File: src/rtl/jk_drv_pkg.sv
// Shared definitions for the JK latch driver: op encoding, FSM states, resolver.
// Latency: n/a (types, constants and a pure combinational helper only).
// Backpressure: n/a.
package jk_drv_pkg;

    // Width of the per-phase down-counter; phases last 1..15 cycles.
    localparam int PHASE_CNT_W = 4;

    // Command operation encoding on cmd_op.
    localparam logic [1:0] OP_HOLD = 2'b00;
    localparam logic [1:0] OP_CLR  = 2'b01;
    localparam logic [1:0] OP_SET  = 2'b10;
    localparam logic [1:0] OP_TOG  = 2'b11;

    typedef enum logic [1:0] {
        IDLE  = 2'd0,
        SETUP = 2'd1,
        PULSE = 2'd2,
        HOLD  = 2'd3
    } jk_drv_state_t;

    // Resolved latch drive for one command. active=0 means no latch activity.
    typedef struct packed {
        logic j;
        logic k;
        logic active;
    } jk_res_t;

    // Toggle is turned into an explicit set or clear against the current
    // model state, so the latch is never driven with J=K=1.
    function automatic jk_res_t resolve_op(input logic [1:0] op, input logic q);
        jk_res_t r;
        r.j      = 1'b0;
        r.k      = 1'b0;
        r.active = 1'b1;
        case (op)
            OP_CLR: begin
                r.j = 1'b0;
                r.k = 1'b1;
            end
            OP_SET: begin
                r.j = 1'b1;
                r.k = 1'b0;
            end
            OP_TOG: begin
                r.j = ~q;
                r.k = q;
            end
            default: begin
                r.active = 1'b0;
            end
        endcase
        return r;
    endfunction

endpackage

File: src/rtl/jk_phase_cnt.sv
// Loadable phase down-counter; last flags the final cycle of a phase.
// Latency: load takes effect on the next edge; last is combinational from count.
// Backpressure: none; load has priority over decrement, count saturates at 0.
//
// Ports:
//   clk, reset  : clock, synchronous active-high reset (count -> 0)
//   load        : load load_val on the next edge (phase entry, value N-1)
//   load_val    : phase length minus one
//   last        : count is zero, i.e. this is the final cycle of the phase
module jk_phase_cnt
    import jk_drv_pkg::*;
(
    input  logic                   clk,
    input  logic                   reset,
    input  logic                   load,
    input  logic [PHASE_CNT_W-1:0] load_val,
    output logic                   last
);

    logic [PHASE_CNT_W-1:0] cnt;

    always_ff @(posedge clk) begin
        if (reset) begin
            cnt <= '0;
        end else if (load) begin
            cnt <= load_val;
        end else if (cnt != '0) begin
            cnt <= cnt - 1'b1;
        end
    end

    assign last = (cnt == '0);

endmodule

File: src/rtl/jk_latch_driver.sv
// Command front end sequencing J/K/enable of a level-sensitive JK latch.
// Latency: done at accept+1+SETUP_CYC+PULSE_CYC+HOLD_CYC (hold op: accept+1).
// Backpressure: cmd_ready low whenever not IDLE or in reset; one command at a time.
//
// Ports:
//   clk, reset        : clock, synchronous active-high reset
//   cmd_valid/cmd_ready/cmd_op : command handshake (00 hold, 01 clr, 10 set, 11 tog)
//   j, k, enable      : registered latch drive
//   busy              : a set/clear/toggle sequence is in progress
//   done              : one-cycle completion pulse
//   q_model           : expected latch Q after the last completed command
// Phase lengths SETUP_CYC, PULSE_CYC, HOLD_CYC are each legal in 1..15.
module jk_latch_driver
    import jk_drv_pkg::*;
#(
    parameter int SETUP_CYC = 1,
    parameter int PULSE_CYC = 2,
    parameter int HOLD_CYC  = 1
) (
    input  logic       clk,
    input  logic       reset,
    input  logic       cmd_valid,
    input  logic [1:0] cmd_op,
    output logic       cmd_ready,
    output logic       j,
    output logic       k,
    output logic       enable,
    output logic       busy,
    output logic       done,
    output logic       q_model
);

    // Counter values loaded on phase entry: a phase of N cycles loads N-1.
    localparam logic [PHASE_CNT_W-1:0] SETUP_LD = PHASE_CNT_W'(SETUP_CYC - 1);
    localparam logic [PHASE_CNT_W-1:0] PULSE_LD = PHASE_CNT_W'(PULSE_CYC - 1);
    localparam logic [PHASE_CNT_W-1:0] HOLD_LD  = PHASE_CNT_W'(HOLD_CYC - 1);

    jk_drv_state_t          state;
    jk_res_t                res;
    logic                   accept;
    logic                   cnt_load;
    logic [PHASE_CNT_W-1:0] cnt_val;
    logic                   cnt_last;

    assign cmd_ready = (state == IDLE) && !reset;
    assign accept    = cmd_valid && cmd_ready;

    // Resolution uses the q_model as it stands at the accept edge.
    assign res = resolve_op(cmd_op, q_model);

    // Phase timer load: on entry to SETUP, PULSE and HOLD.
    always_comb begin
        cnt_load = 1'b0;
        cnt_val  = SETUP_LD;
        case (state)
            IDLE: begin
                if (accept && res.active) begin
                    cnt_load = 1'b1;
                    cnt_val  = SETUP_LD;
                end
            end
            SETUP: begin
                if (cnt_last) begin
                    cnt_load = 1'b1;
                    cnt_val  = PULSE_LD;
                end
            end
            PULSE: begin
                if (cnt_last) begin
                    cnt_load = 1'b1;
                    cnt_val  = HOLD_LD;
                end
            end
            default: begin
                cnt_load = 1'b0;
            end
        endcase
    end

    jk_phase_cnt u_phase_cnt (
        .clk      (clk),
        .reset    (reset),
        .load     (cnt_load),
        .load_val (cnt_val),
        .last     (cnt_last)
    );

    // J/K are only written on IDLE->SETUP and HOLD->IDLE, both with enable
    // low, so they can never move while the latch is transparent.
    always_ff @(posedge clk) begin
        if (reset) begin
            state   <= IDLE;
            j       <= 1'b0;
            k       <= 1'b0;
            enable  <= 1'b0;
            busy    <= 1'b0;
            done    <= 1'b0;
            q_model <= 1'b0;
        end else begin
            done <= 1'b0;
            case (state)
                IDLE: begin
                    if (accept) begin
                        if (res.active) begin
                            state <= SETUP;
                            j     <= res.j;
                            k     <= res.k;
                            busy  <= 1'b1;
                        end else begin
                            // Hold op: no latch activity, just acknowledge.
                            done <= 1'b1;
                        end
                    end
                end
                SETUP: begin
                    if (cnt_last) begin
                        state  <= PULSE;
                        enable <= 1'b1;
                    end
                end
                PULSE: begin
                    if (cnt_last) begin
                        state  <= HOLD;
                        enable <= 1'b0;
                    end
                end
                HOLD: begin
                    if (cnt_last) begin
                        state   <= IDLE;
                        j       <= 1'b0;
                        k       <= 1'b0;
                        busy    <= 1'b0;
                        done    <= 1'b1;
                        // J=1 means the resolved command was a set.
                        q_model <= j;
                    end
                end
                default: begin
                    state <= IDLE;
                end
            endcase
        end
    end

endmodule

File: config.mk
export PLATFORM = sky130hd
export DESIGN_NAME = jk_latch_driver
export DESIGN_NICKNAME = d
export VERILOG_FILES = /design/src/rtl/jk_drv_pkg.sv /design/src/rtl/jk_phase_cnt.sv /design/src/rtl/jk_latch_driver.sv
export SDC_FILE = /design/constraint.sdc
export NUM_CORES = 1
export LEC_CHECK = 0
export CORE_AREA = 4 4 41 43
export DETAILED_ROUTE_END_ITERATION = 8
export DIE_AREA = 0 0 45 47
export PLACE_DENSITY_LB_ADDON = 0.3
export SLEW_MARGIN = 10
export SYNTH_ARGS = -nofsm -noshare
export SYNTH_HDL_FRONTEND = slang
export SYNTH_SLANG_ARGS = --single-unit
File: constraint.sdc
create_clock -name clk -period 3.5 [get_ports clk]
set_clock_uncertainty 0.2 [all_clocks]
set_input_delay 0.35 -clock clk [delete_from_list [all_inputs] [get_ports clk]]
set_output_delay 0.35 -clock clk [all_outputs]
set_load 0.03 [all_outputs]
==> impl_results.html <==
<table>
<tr><th>Metric</th><th>Value</th></tr>
<tr><th colspan="2">Layout</th></tr>
<tr><td>Diode count</td><td>0</td></tr>
<tr><td>Filler cell count</td><td>112</td></tr>
<tr><td>Sequential standard cell area</td><td>240 um^2</td></tr>
<tr><td>Fraction of layout cells with a size suffix above 1</td><td>roughly 8.0%</td></tr>
<tr><td>Final non-filler cell total</td><td>102</td></tr>
<tr><td>Cell area after layout</td><td>825 um^2</td></tr>
<tr><td>Multi-input logic area</td><td>just under 400 um^2</td></tr>
<tr><td>Net count of the finished layout</td><td>100</td></tr>
<tr><td>Synth-to-Final Area Change</td><td>22.3%</td></tr>
<tr><th colspan="2">STA</th></tr>
<tr><td>Final worst-path cycle share</td><td>69.4%</td></tr>
<tr><td>Number of hold-slack violations in the final timing report</td><td>0</td></tr>
<tr><td>Total Neg Setup Slack</td><td>0 ps</td></tr>
<tr><td>Max-slew violation count</td><td>0</td></tr>
<tr><td>Worst Max-Slew Pin Slew</td><td>503 ps</td></tr>
<tr><td>Final setup vio count</td><td>0</td></tr>
<tr><td>Max-slew headroom</td><td>66.4%</td></tr>
<tr><td>RSZ-0062 raised after global routing</td><td>no</td></tr>
<tr><td>Post-layout min period</td><td>2430 ps</td></tr>
<tr><td>Max frequency</td><td>0.412 GHz</td></tr>
<tr><th colspan="2">Critical path</th></tr>
<tr><td>Crit path largest cell delay</td><td>between 600 and 700 ps</td></tr>
<tr><td>Crit-path max FO</td><td>16</td></tr>
<tr><td>Worst setup path class</td><td>in2out</td></tr>
<tr><td>Critical path arrival</td><td>1880 ps</td></tr>
<tr><td>Cell with the largest stage delay on the worst path</td><td>sky130_fd_sc_hd__clkdlybuf4s50_1</td></tr>
<tr><td>Most used cell, CP</td><td>sky130_fd_sc_hd__clkdlybuf4s50_1</td></tr>
<tr><td>Cell chain of the critical path</td><td>clkdlybuf4s50_1 -&gt; nor2b_1 -&gt; clkdlybuf4s50_1</td></tr>
<tr><td>Startpoint kind of the worst setup timing path</td><td>primary input</td></tr>
<tr><td>Worst Path Required</td><td>2950 ps</td></tr>
<tr><td>Element type at the critical path end</td><td>output pin</td></tr>
<tr><th colspan="2">Placement</th></tr>
<tr><td>Total placed cells including tap cells</td><td>between 90 and 100</td></tr>
<tr><td># port buffers</td><td>11</td></tr>
<tr><td>RePlAce Congestion</td><td>roughly 0.75</td></tr>
<tr><td>Final HPWL from detailed placement</td><td>between 900 and 1000 um</td></tr>
<tr><td>Area after DPL</td><td>approximately 790 um^2</td></tr>
<tr><th colspan="2">Synthesis</th></tr>
<tr><td>Synth top area cells</td><td>sky130_fd_sc_hd__dfxtp_1 36%, sky130_fd_sc_hd__ha_1 13%, sky130_fd_sc_hd__nand2b_1 3.7%</td></tr>
<tr><td>Syn Area/Cell</td><td>approximately 9.1 um^2</td></tr>
<tr><td>Synth Cell Area</td><td>slightly below 700 um^2</td></tr>
<tr><td>Synthesis Warnings</td><td>0</td></tr>
<tr><td>Share of async-settable or async-resettable flops after synthesis</td><td>0%</td></tr>
<tr><td>Count of flip-flops with a built-in enable after synthesis</td><td>0</td></tr>
<tr><td>Leading area contributor after synthesis</td><td>sky130_fd_sc_hd__dfxtp_1</td></tr>
<tr><td>Share of synthesized area occupied by flip-flops and latches</td><td>35.6%</td></tr>
<tr><td>Synth Register Bits</td><td>12</td></tr>
<tr><td>Most used DFF post-synth</td><td>sky130_fd_sc_hd__dfxtp_1</td></tr>
<tr><td>Post-Synthesis Net Count</td><td>86</td></tr>
<tr><td>Share of the synthesized area in the top cell type</td><td>35.6%</td></tr>
<tr><td>Mapped Cells</td><td>74</td></tr>
<tr><td>Post-synthesis cell type count</td><td>31</td></tr>
<tr><th colspan="2">Drt</th></tr>
<tr><td>Via/cell ratio</td><td>5.59</td></tr>
<tr><td>Total via count after detailed routing</td><td>570</td></tr>
<tr><td>Initial drt markers</td><td>14</td></tr>
<tr><td>Final routed wire length divided by cell count</td><td>approximately 12 um</td></tr>
<tr><td>1st-pass router iterations</td><td>5</td></tr>
<tr><td>Final wirelength</td><td>1190 um</td></tr>
<tr><td>Antenna viol nets, final</td><td>0</td></tr>
<tr><td>DRC violations left</td><td>0</td></tr>
<tr><th colspan="2">CTS</th></tr>
<tr><td>Setup Fix Bufs, Post-CTS</td><td>0</td></tr>
<tr><td>Clock Path Buffers</td><td>2</td></tr>
<tr><td>Clock transition at the registers of the reported paths</td><td>70 ps</td></tr>
<tr><td>Sinks on Clock Net</td><td>12</td></tr>
<tr><td>Cts-stage hold buffer count</td><td>0</td></tr>
<tr><td>TritonCTS clock tree</td><td>done</td></tr>
<tr><td>Clk root buf</td><td>sky130_fd_sc_hd__clkbuf_4</td></tr>
<tr><td>Max H-tree Level</td><td>1</td></tr>
<tr><td>Resized Gates After CTS</td><td>0</td></tr>
<tr><td>Clock buffer count from CTS</td><td>3</td></tr>
<tr><td>Clock latency of the later-clocked register in the worst-skew pair</td><td>270 ps</td></tr>
<tr><th colspan="2">Pwr</th></tr>
<tr><td>Clock group share of total power</td><td>16.0%</td></tr>
<tr><td>Worst vdd ir</td><td>0.000389 V</td></tr>
<tr><td>Static power due to leakage</td><td>0.305 nW</td></tr>
<tr><td>Sum of internal, switching and leakage power</td><td>0.666 mW</td></tr>
<tr><td>Cell area power density</td><td>between 800 and 900 mW/mm^2</td></tr>
<tr><td>Switching share of power</td><td>41.7%</td></tr>
<tr><td>Power Internal</td><td>0.388 mW</td></tr>
<tr><td>Sequential Power Share</td><td>31.3%</td></tr>
<tr><td>Switch Pwr</td><td>~0.28 mW</td></tr>
<tr><td>Logic gate share of total power</td><td>around 53%</td></tr>
<tr><th colspan="2">Flow run</th></tr>
<tr><td>Max-cap violation count</td><td>0</td></tr>
<tr><th colspan="2">Floorplanning</th></tr>
<tr><td>Number of top-level pins</td><td>12</td></tr>
<tr><td>Die height</td><td>around 47 um</td></tr>
<tr><td>Die Area</td><td>0.00212 mm^2</td></tr>
<tr><td>Number of standard-cell rows in the floorplan</td><td>13</td></tr>
<tr><td>Placeable core region</td><td>approximately 0.0013 mm^2</td></tr>
<tr><td>Starting Density</td><td>about half</td></tr>
<tr><td>Die Width</td><td>45 um</td></tr>
<tr><th colspan="2">Run status</th></tr>
<tr><td>Run status</td><td>finished, final reports clean</td></tr>
<tr><th colspan="2">Global route</th></tr>
<tr><td>Remaining Overflow, GRT</td><td>0</td></tr>
<tr><td>Overall fraction of global-route tracks in use</td><td>around 12%</td></tr>
<tr><td>Global-route wire length before repair</td><td>1830 um</td></tr>
<tr><td>Number of antenna violations at the first check in global routing</td><td>0</td></tr>
<tr><td>Pin count of the biggest net entering global routing</td><td>17</td></tr>
<tr><td>Number of global-route vias before repair</td><td>479</td></tr>
<tr><th colspan="2">Worst hold path</th></tr>
<tr><td>Classification of the worst-slack hold path</td><td>reg2reg</td></tr>
</table>
through the flow:
step                      hold WS [ps]  utilization, %  setup slack, ps
after detailed placement           262            60.6             1070
after CTS                          274            63.4             1070
final                              271            63.4             1070
after floorplan                    278               -             1800
after global placement             270            60.6             1080
after global routing               311            63.4              967
cells in the mapped netlist (all sizes together) (2+ instances only):
master and number:
o31ai 2, inv 6, nor2 6, or3 2, nand2b 4, ha 7, a2111o 2, a21oi 4
nor3 5, a31oi 2, nand2 2, o21ai 2, nand3 2, dfxtp 12
logic make-up (layout without fill, tap and decap cells):
| group | after synthesis | in the layout | synth area share (%) |
|---|---|---|---|
| AOI/OAI and AO/OA | 20 | 20 | 22.1 |
| buffers and inverters | 8 | 21 | 5.56 |
| adders and majority gates | 7 | 7 | 13.0 |
| DFF | 12 | 12 | 35.6 |
| xor gates and xnor gates | 1 | 1 | 1.30 |
| and+or+nand+nor | 26 | 26 | 22.4 |
worst paths after layout:
check / from / end / slack [ps] / cells after the start
setup / recovery: reset / cmd_ready / 1070 / 3
setup reg to reg: u_phase_cnt.cnt[0] / state[0] / 1530 / 6
hold / removal: q_model / q_model / 270 / 2
hold reg to reg: q_model / q_model / 270 / 2
placed cells by master (no fill, tap or decap), types with 2 or more instances in the layout:
master	count
sky130_fd_sc_hd__a2111o_1	2
sky130_fd_sc_hd__a21oi_1	4
sky130_fd_sc_hd__a31oi_1	2
sky130_fd_sc_hd__clkbuf_4	3
sky130_fd_sc_hd__clkdlybuf4s50_1	11
sky130_fd_sc_hd__dfxtp_1	12
sky130_fd_sc_hd__ha_1	7
sky130_fd_sc_hd__inv_1	6
sky130_fd_sc_hd__nand2_1	2
sky130_fd_sc_hd__nand2b_1	4
sky130_fd_sc_hd__nand3_1	2
sky130_fd_sc_hd__nor2_1	6
sky130_fd_sc_hd__nor3_1	5
sky130_fd_sc_hd__o31ai_1	2
sky130_fd_sc_hd__or3_1	2
sequential cells by signal, indices dropped and copies added, names as in the netlist:
signal,flops
busy,1
done,1
enable,1
j,1
k,1
q_model,1
state,2
u_phase_cnt.cnt,4
worst max-delay path, delay by kind of cell:
kind,cells,cell delay (ps)
buffers and inverters,2,1330
AND/OR/NAND/NOR,1,200
power by group through the flow:
stage               Clock [mW]  Combinational [mW]  Sequential (mW)
detailed placement           0               0.350            0.212
global route             0.115               0.389            0.214
finish                   0.106               0.351            0.209
global placement             0               0.345            0.209
CTS                      0.111               0.352            0.209
floorplan                    0               0.259            0.236
layout make-up:
class,instances,area share [%]
Clock buffer,4,4.40
Inverter,6,2.73
Multi-Input combinational cell,54,48.1
Sequential cell,12,29.1
Tap cell,15,2.28
Timing Repair Buffer,11,13.4
layer usage:
layer | vias to the layer above | part of all wire, % | track usage (%)
li1 | 297 | - | -
met2 | 23 | 43 | 20.3
met3 | 2 | 9.4 | 6.90
met4 | 0 | 1.0 | 5.26
met1 | 248 | 47 | 13.1
met5 | - | 0 | 0
Power figures use the tool's default switching activity.
